===== src/rtl/sync_mutex_merge_rr.sv =====
// ============================================================================
// Module   : sync_mutex_merge_rr
// Brief    : N-way round-robin mutex merge with payload. One token is
//            outstanding downstream at a time. Define MUTEX_MERGE_ERR_EN to
//            build the sticky protocol-violation flag on o_err.
// Revision : 1.0 - initial release
// ============================================================================
`default_nettype none

module sync_mutex_merge_rr #(
  parameter int CHANNELS = 9,
  parameter int DATA_W   = 32,
  parameter int ID_W     = $clog2(CHANNELS)
) (
  input  logic                       clk,
  input  logic                       rst,
  input  logic [CHANNELS-1:0]        i_drive,
  input  logic [CHANNELS*DATA_W-1:0] i_data,
  output logic [CHANNELS-1:0]        o_free,
  output logic                       o_driveNext,
  output logic [DATA_W-1:0]          o_dataNext,
  output logic [ID_W-1:0]            o_grantId,
  input  logic                       i_freeNext,
  output logic                       o_err
);

  localparam logic [0:0] S_IDLE = 1'b0;
  localparam logic [0:0] S_BUSY = 1'b1;

  localparam int                  c_SUM_W = ID_W + 1;
  localparam logic [CHANNELS-1:0] c_ONE   = CHANNELS'(1);

  logic [0:0]          r_state;
  logic [0:0]          w_state_nxt;
  logic [CHANNELS-1:0] r_pending;
  logic [CHANNELS-1:0] w_pending_nxt;
  logic [CHANNELS-1:0] w_set;
  logic [CHANNELS-1:0] w_clr;
  logic [DATA_W-1:0]   r_hold [CHANNELS];
  logic [ID_W-1:0]     r_ptr;
  logic [ID_W-1:0]     w_ptr_nxt;
  logic [ID_W-1:0]     w_sel;
  logic                w_any;
  logic                w_grant;
  logic                w_release;

  // Round-robin pick: first pending channel at or after r_ptr, wrapping.
  always_comb begin : p_select
    logic [c_SUM_W-1:0] v_idx;
    logic               v_found;
    w_sel   = '0;
    v_found = 1'b0;
    v_idx   = '0;
    for (int i = 0; i < CHANNELS; i++) begin
      v_idx = {1'b0, r_ptr} + c_SUM_W'(i);
      if (v_idx >= c_SUM_W'(CHANNELS)) begin
        v_idx = v_idx - c_SUM_W'(CHANNELS);
      end
      if (!v_found && r_pending[v_idx[ID_W-1:0]]) begin
        v_found = 1'b1;
        w_sel   = v_idx[ID_W-1:0];
      end
    end
  end

  assign w_any = |r_pending;

  // FSM state register
  always_ff @(posedge clk or posedge rst) begin
    if (rst) begin
      r_state <= S_IDLE;
    end else begin
      r_state <= w_state_nxt;
    end
  end

  // FSM next-state
  always_comb begin
    w_state_nxt = r_state;
    case (r_state)
      S_IDLE:  if (w_any)      w_state_nxt = S_BUSY;
      S_BUSY:  if (i_freeNext) w_state_nxt = S_IDLE;
      default:                 w_state_nxt = S_IDLE;
    endcase
  end

  // FSM output decode: grant load in IDLE, release of the owner in BUSY
  always_comb begin
    w_grant   = 1'b0;
    w_release = 1'b0;
    case (r_state)
      S_IDLE:  w_grant   = w_any;
      S_BUSY:  w_release = i_freeNext;
      default: ;
    endcase
  end

  // A drive on an already-pending channel is dropped so its payload survives.
  assign w_set         = i_drive & ~r_pending;
  assign w_clr         = w_release ? (c_ONE << o_grantId) : '0;
  assign w_pending_nxt = (r_pending & ~w_clr) | w_set;
  assign w_ptr_nxt     = (o_grantId == ID_W'(CHANNELS - 1)) ? '0 : o_grantId + ID_W'(1);

  always_ff @(posedge clk or posedge rst) begin
    if (rst) begin
      r_pending   <= '0;
      r_ptr       <= '0;
      o_driveNext <= 1'b0;
      o_dataNext  <= '0;
      o_grantId   <= '0;
      o_free      <= '0;
    end else begin
      r_pending   <= w_pending_nxt;
      o_driveNext <= w_grant;
      o_free      <= w_clr;
      if (w_grant) begin
        o_grantId  <= w_sel;
        o_dataNext <= r_hold[w_sel];
      end
      if (w_release) begin
        r_ptr <= w_ptr_nxt;
      end
    end
  end

  // Payload holding registers are qualified by the pending bits, no reset needed.
  always_ff @(posedge clk) begin
    for (int k = 0; k < CHANNELS; k++) begin
      if (w_set[k]) begin
        r_hold[k] <= i_data[k*DATA_W +: DATA_W];
      end
    end
  end

`ifdef MUTEX_MERGE_ERR_EN
  logic r_err;

  always_ff @(posedge clk or posedge rst) begin
    if (rst) begin
      r_err <= 1'b0;
    end else if ((|(i_drive & r_pending)) ||
                 (i_freeNext && (r_state == S_IDLE)) ||
                 (i_freeNext && (|o_free))) begin
      r_err <= 1'b1;
    end
  end

  assign o_err = r_err;
`else
  assign o_err = 1'b0;
`endif

endmodule

`default_nettype wire


===== config.mk =====
export PLATFORM = sky130hd
export DESIGN_NAME = sync_mutex_merge_rr
export DESIGN_NICKNAME = d
export VERILOG_FILES = /design/src/rtl/sync_mutex_merge_rr.sv
export SDC_FILE = /design/constraint.sdc
export NUM_CORES = 1
export LEC_CHECK = 0
export CELL_PAD_IN_SITES_DETAIL_PLACEMENT = 1
export CELL_PAD_IN_SITES_GLOBAL_PLACEMENT = 2
export CORE_AREA = 2 2 229 231
export DETAILED_ROUTE_END_ITERATION = 8
export DIE_AREA = 0 0 231 233
export PLACE_DENSITY = 0.77
export SKIP_LAST_GASP = 1
export SLEW_MARGIN = 20
export SYNTH_ARGS = -nofsm -noshare
export SYNTH_HDL_FRONTEND = slang
export SYNTH_SLANG_ARGS = --single-unit

===== constraint.sdc =====
create_clock -name clk -period 6.7 [get_ports clk]
set_clock_uncertainty 0.15 [all_clocks]
set_input_delay 1.34 -clock clk [delete_from_list [all_inputs] [get_ports clk]]
set_output_delay 1.34 -clock clk [all_outputs]
set_load 0.02 [all_outputs]

==> results.yml, run 1 <==
worst_setup_path:
  r2r_slack_ns: 1.01
  reg2reg_from: "r_ptr[2]"
  crit_required_ns: 6.99
  crit_type: "reg -> reg"
  start_kind: "register"
  cp_max_fo: 31
  arrival_ns: 5.98
  cp-end-kind: "register"
  critPathLaunch: "r_ptr[2]"
clock_tree:
  clkSinkCount: 348
  path_clk_slew_ns: 0.06
  cts_tree: "built"
  clk_latency_ns: 0.57
  numCtsBuffers: 40
  cts_resized: 0
  h-tree-depth: 2
  holdBufCountCts: 0
  cts_root_buf: "clkbuf_16"
  cts_buffer_depth: 3
  postCtsSetupBuffers: 0
drt:
  topRoutingLayerUsed: "met5"
  met1_length_um: 28700
  wl_per_cell_um: 27.7
  route.vias.total: 14000
  drc: 0
  drtIter0Drc: 1088
  wl_um: 69700
  viasPerCell: 5.57
  wl_met3_um: 3730
  dr.pass1.iters: 4
  drt.antenna.violating_nets: 0
  dr_wl_met2_um: 34800
grt:
  antenna_found_initial: 12
  globalRoute.totalOverflow: 0
  grtUsageTotal_pct: 25.6
  grt_max_degree: 61
  grt_pass1_vias: 14700
  grt_pass1_wl_um: 101000
finish:
  synthToLayoutAreaGrowth_pct: 32.8
  multi_input_area_um2: 6680
  ff_latch_area_um2: 10100
  nets: 2128
  final_common_cell: "clkdlybuf4s50_1"
  n_fill_cell: 5359
  post_route_cells_drive_above_1_share_pct: 15.0
  final_cell_mix: "clkdlybuf4s50_1, edfxtp_1, o211ai_1"
floorplan:
  fp.dieW_um: 231
  core_um2: 51100
  dieHeight_um: 233
  die-area_um2: 53800
  num_io_pins: 347
  rows: 83
  start_util_pct: 34.7
timing:
  rsz0062_at_grt: "no"
  tightest_slew_ns: 1.14
  fin_tns_setup_ns: 0
  max_freq_mhz: 176
  hold_ws_ns: 0.342
  slew_headroom_pct: 23.8
  drv_slew: 0
  setup_viol: 0
  final_hold_viol_count: 0
  period_share_pct: 84.9
  period_needed_ns: 5.69
yosys:
  ys_seq_area_share_pct: 57.3
  ys_types: 115
  synthTopCellsByArea: "edfxtp_1, dfrtp_1, o211ai_1"
  yosys_warnings: 0
  ys.flop_type: "edfxtp_1"
  synth_top_area_share_pct: 48.8
  synth_top_cell_by_area: "edfxtp_1"
  syn_inst: 1433
  syn-num-nets: 1762
  avgSynthCellArea_um2: 12.4
  ys_seq_elements: 348
  synth_enable_flop_cells: 288
  synth_area_um2: 17700
  async_reset_ff_share_pct: 17.2
min_path:
  min_from: "o_dataNext[4]"
  hold_path.class: "reg -> reg"
flow_run:
  drv_cap: 0
outcome:
  status: "finished clean"
place:
  gp_congestion: 0.941
  io_buffers: 345
  dp_hpwl_um: 51400
==> area by class of cell <==
class	count	area share, %
Sequential cell	348	43.1
Multi-Input combinational cell	896	28.4
Timing Repair Buffer	431	18.2
Clock buffer	57	4.78
Tap cell	680	3.62
Inverter	82	1.31
Clock inverter	14	0.580
Antenna cell	5	0.0532
==> path summary, 6_finish.rpt <==
check / cells after the start / to
max: 16 / o_dataNext[6]
min: 2 / o_dataNext[4]
max reg2reg: 16 / o_dataNext[6]
min reg2reg: 2 / o_dataNext[4]
max in group asynchronous: 3 / o_dataNext[16]
min in group asynchronous: 3 / o_free[1]
==> cell families after synthesis <==
group | share of synthesized area [%]
xor gates and xnor gates | 1.21
buffers and inverters | 5.55
DFF | 57.3
muxes | 5.84
AOI/OAI and AO/OA | 19.5
and+or+nand+nor | 8.53
adders and majority gates | 2.05
other | 0.0212
==> state kept, by name (all words and copies together) (netlist names) <==
| register | cells |
|---|---|
| o_dataNext | 32 |
| o_driveNext | 1 |
| o_free | 9 |
| o_grantId | 4 |
| r_hold | 288 |
| r_pending | 9 |
| r_ptr | 4 |
| r_state | 1 |
==> Yosys cell counts (16+ instances only) <==
library cell	instances
dfrtp_1	60
nand2b_1	16
nor2b_1	23
o211ai_1	142
buf_2	24
nor2_1	50
mux2i_1	20
o31ai_1	18
a21oi_1	96
inv_1	79
and3_1	36
mux2_2	58
o21ai_0	34
ha_1	29
nand2_1	51
nor3_1	18
edfxtp_1	288
nand3_1	26
o22ai_1	38
clkbuf_1	44
==> critical path, stage by stage, from the launching register on <==
cell       delay, ns
dfrtp_1         0.60
inv_2           0.22
ha_1            0.49
nor2b_1         0.25
o21ai_0         0.37
a21boi_1        0.41
o221ai_1        0.19
a211oi_1        0.57
nor3_1          0.28
a311oi_1        0.66
o2bb2ai_4       0.17
o21a_2          0.30
buf_12          0.18
o211ai_1        0.18
a21oi_1         0.12
buf_4           0.19
o31ai_1         0.24
==> per-stage QoR <==
stage	utilization, %	area [µm²]	instances	setup WS [ns]
CTS	45.9	23500	2506	1.07
finish	46.1	23500	2513	1.01
detailed placement	43.5	22200	2435	1.11
floorplan	-	17700	1433	1.89
global placement	43.4	22200	2433	1.23
global route	46.1	23500	2511	0.745
==> per-layer routing <==
metal	global-route usage [%]	up-vias
li1	-	6253
met1	32.1	7138
met2	44.5	477
met3	4.44	109
met4	8.97	12
met5	0	-
Power of run 1 is not shown: default switching activity piles up to over one toggle a cycle in this logic, so the estimate is an artifact.
==> run 2: changes to the inputs <==
--- a/config.mk
+++ b/config.mk
@@ -7,10 +7,10 @@
 export LEC_CHECK = 0
 export CELL_PAD_IN_SITES_DETAIL_PLACEMENT = 1
 export CELL_PAD_IN_SITES_GLOBAL_PLACEMENT = 2
-export CORE_AREA = 2 2 229 231
+export CORE_AREA = 2 2 243 245
 export DETAILED_ROUTE_END_ITERATION = 8
-export DIE_AREA = 0 0 231 233
-export PLACE_DENSITY = 0.77
+export DIE_AREA = 0 0 245 247
+export PLACE_DENSITY = 0.72
 export SKIP_LAST_GASP = 1
 export SLEW_MARGIN = 20
 export SYNTH_ARGS = -nofsm -noshare
==> constraint.sdc (replaced) <==
create_clock -name clk -period 5.1 [get_ports clk]
set_clock_uncertainty 0.15 [all_clocks]
set_input_delay 1.02 -clock clk [delete_from_list [all_inputs] [get_ports clk]]
set_output_delay 1.02 -clock clk [all_outputs]
set_load 0.02 [all_outputs]
==> run 2 against run 1 <==
Net effect: register-to-register slack lost 0.86 ns; count of clock-buffer cells in the layout down 6; worst setup slack got worse by 0.86 ns; highest routed layer unchanged; non-clock buffer count rose by 59; via count rose by 1.1%; maximum frequency up 15%; die area up 12%; global-route usage shrank 2.5 points; first-iteration DRC count is 20% lower; wire length grew 2.5%.
==> results.yml, run 2 (synthesis gave the netlist of run 1 again) <==
grt:
  busiest_layer: "met2"
  grt_max_degree: 45
  met3_usage_pct: 4.56
  use_met2_pct: 40.9
  grtUsageTotal_pct: 23.1
  grt_pass1_wl_um: 102000
  grt_pass1_vias: 15200
  globalRoute.totalOverflow: 0
  met1_usage_pct: 28.1
  antenna_found_initial: 9
timing:
  period_share_pct: 97.0
  period_needed_ns: 4.95
  max_freq_mhz: 202
  final_hold_viol_count: 0
  rsz0062_at_grt: "yes"
  hold_ws_ns: 0.343
  setup_viol: 0
  drv_slew: 0
  layout_setup_ws_ns: 0.152
  slew_headroom_pct: 23.7
  tightest_slew_ns: 1.14
floorplan:
  rows: 89
  core_um2: 58200
  die-area_um2: 60500
  start_util_pct: 30.4
  fp.dieW_um: 245
  num_io_pins: 347
  dieHeight_um: 247
finish:
  final_common_cell: "clkdlybuf4s50_1"
  final_cell_mix: "clkdlybuf4s50_1, edfxtp_1, o211ai_1"
  fin_util_pct: 41.6
  n_fill_cell: 6184
  largest-register: "r_hold"
  top_regs: "r_hold: 288 flops, o_dataNext: 32 flops"
  final_cells: 2659
  nets: 2184
  largest_reg_flops: 288
  synthToLayoutAreaGrowth_pct: 36.6
  post_route_cells_drive_above_1_share_pct: 18.8
drt:
  wl_um: 71500
  route.vias.total: 14100
  wl_per_cell_um: 26.9
  dr.pass1.iters: 5
  drc: 0
  viasPerCell: 5.32
  drt.antenna.violating_nets: 0
  drtIter0Drc: 868
clock_tree:
  cts_tree: "built"
  clk_latency_ns: 0.56
  holdBufCountCts: 0
  cts_buffer_depth: 3
  clkSinkCount: 348
  path_clk_slew_ns: 0.06
  h-tree-depth: 2
  numCtsBuffers: 37
  cts_root_buf: "clkbuf_16"
place:
  pre_cts_slack_ns: -0.221
  gp_congestion: 0.924
  dp_cells: 2580
  io_buffers: 345
  dp_hpwl_um: 53900
flow_run:
  drv_cap: 0
worst_setup_path:
  start_kind: "register"
  crit_type: "reg -> reg"
  crit_required_ns: 5.40
  cp_max_fo: 26
  arrival_ns: 5.25
  cp-end-kind: "register"
outcome:
  status: "finished clean"
min_path:
  hold_path.class: "reg -> reg"
==> run 2: cell types whose count changed in the layout (fill, tap and decap cells not counted), moves of 3 or more <==
cell	delta
buf_4	+51
buf_12	+6
clkbuf_8	-5
o22ai_1	-5
o22ai_2	+5
ha_1	-4
ha_2	+4
buf_6	+3
==> run 2: per-stage QoR <==
step	area [µm²]	setup TNS, ns
after CTS	24000	0
after global routing	24200	-0.108
after detailed placement	22700	-1.12
after floorplan	17700	0
after global placement	22700	-0.389
final	24200	0
==> run 2: final timing paths <==
check,depth (start not counted),to,slack (ns),from
max in group asynchronous,3,o_dataNext[20],3.12,rst
worst min register to register,2,o_dataNext[27],0.34,o_dataNext[27]
min in group asynchronous,2,o_dataNext[1],0.87,rst
worst max-delay path,20,o_dataNext[23],0.15,r_ptr[0]
worst max register to register,20,o_dataNext[23],0.15,r_ptr[0]
worst min-delay path,2,o_dataNext[27],0.34,o_dataNext[27]
==> run 2: layout make-up <==
cell class	instances	area (µm²)	area share, %
flip-flops and latches	348	10200	41.9
diodes	3	7.51	0.0310
clock buffers	51	1030	4.26
well taps	773	967	3.99
repair buffers	490	4790	19.8
inverters	82	308	1.27
clock inverters	16	161	0.666
multi-input cells	896	6810	28.1
==> run 2: what timing repair did <==
action / in CTS / in global routing
buffers inserted: 1 / 4
setup endpoints to repair: 17 / 32
pin swaps: 2 / 3
gates resized for setup: 7 / 25
==> run 2: routing by layer <==
layer	routed length (µm)	vias to the layer above	part of all wire (%)
met5	77	-	0.11
met4	2460	12	3.4
met3	4130	116	5.8
met2	35900	470	50
met1	28900	7176	40
li1	-	6368	-
==> run 2: critical path, stage by stage, from the launching register on <==
cell       delay [ns]
dfrtp_2          0.42
inv_2            0.09
ha_1             0.39
buf_4            0.22
a211o_1          0.28
o221ai_1         0.28
o311ai_4         0.19
o221ai_1         0.23
o211ai_1         0.19
a31oi_4          0.26
nand4b_4         0.20
nor4_4           0.36
buf_4            0.19
o2bb2ai_4        0.14
buf_12           0.21
buf_4            0.25
o211ai_1         0.11
o211ai_1         0.14
a21oi_1          0.13
buf_4            0.19
o31ai_2          0.19
Power of run 2 is left out for the same reason.
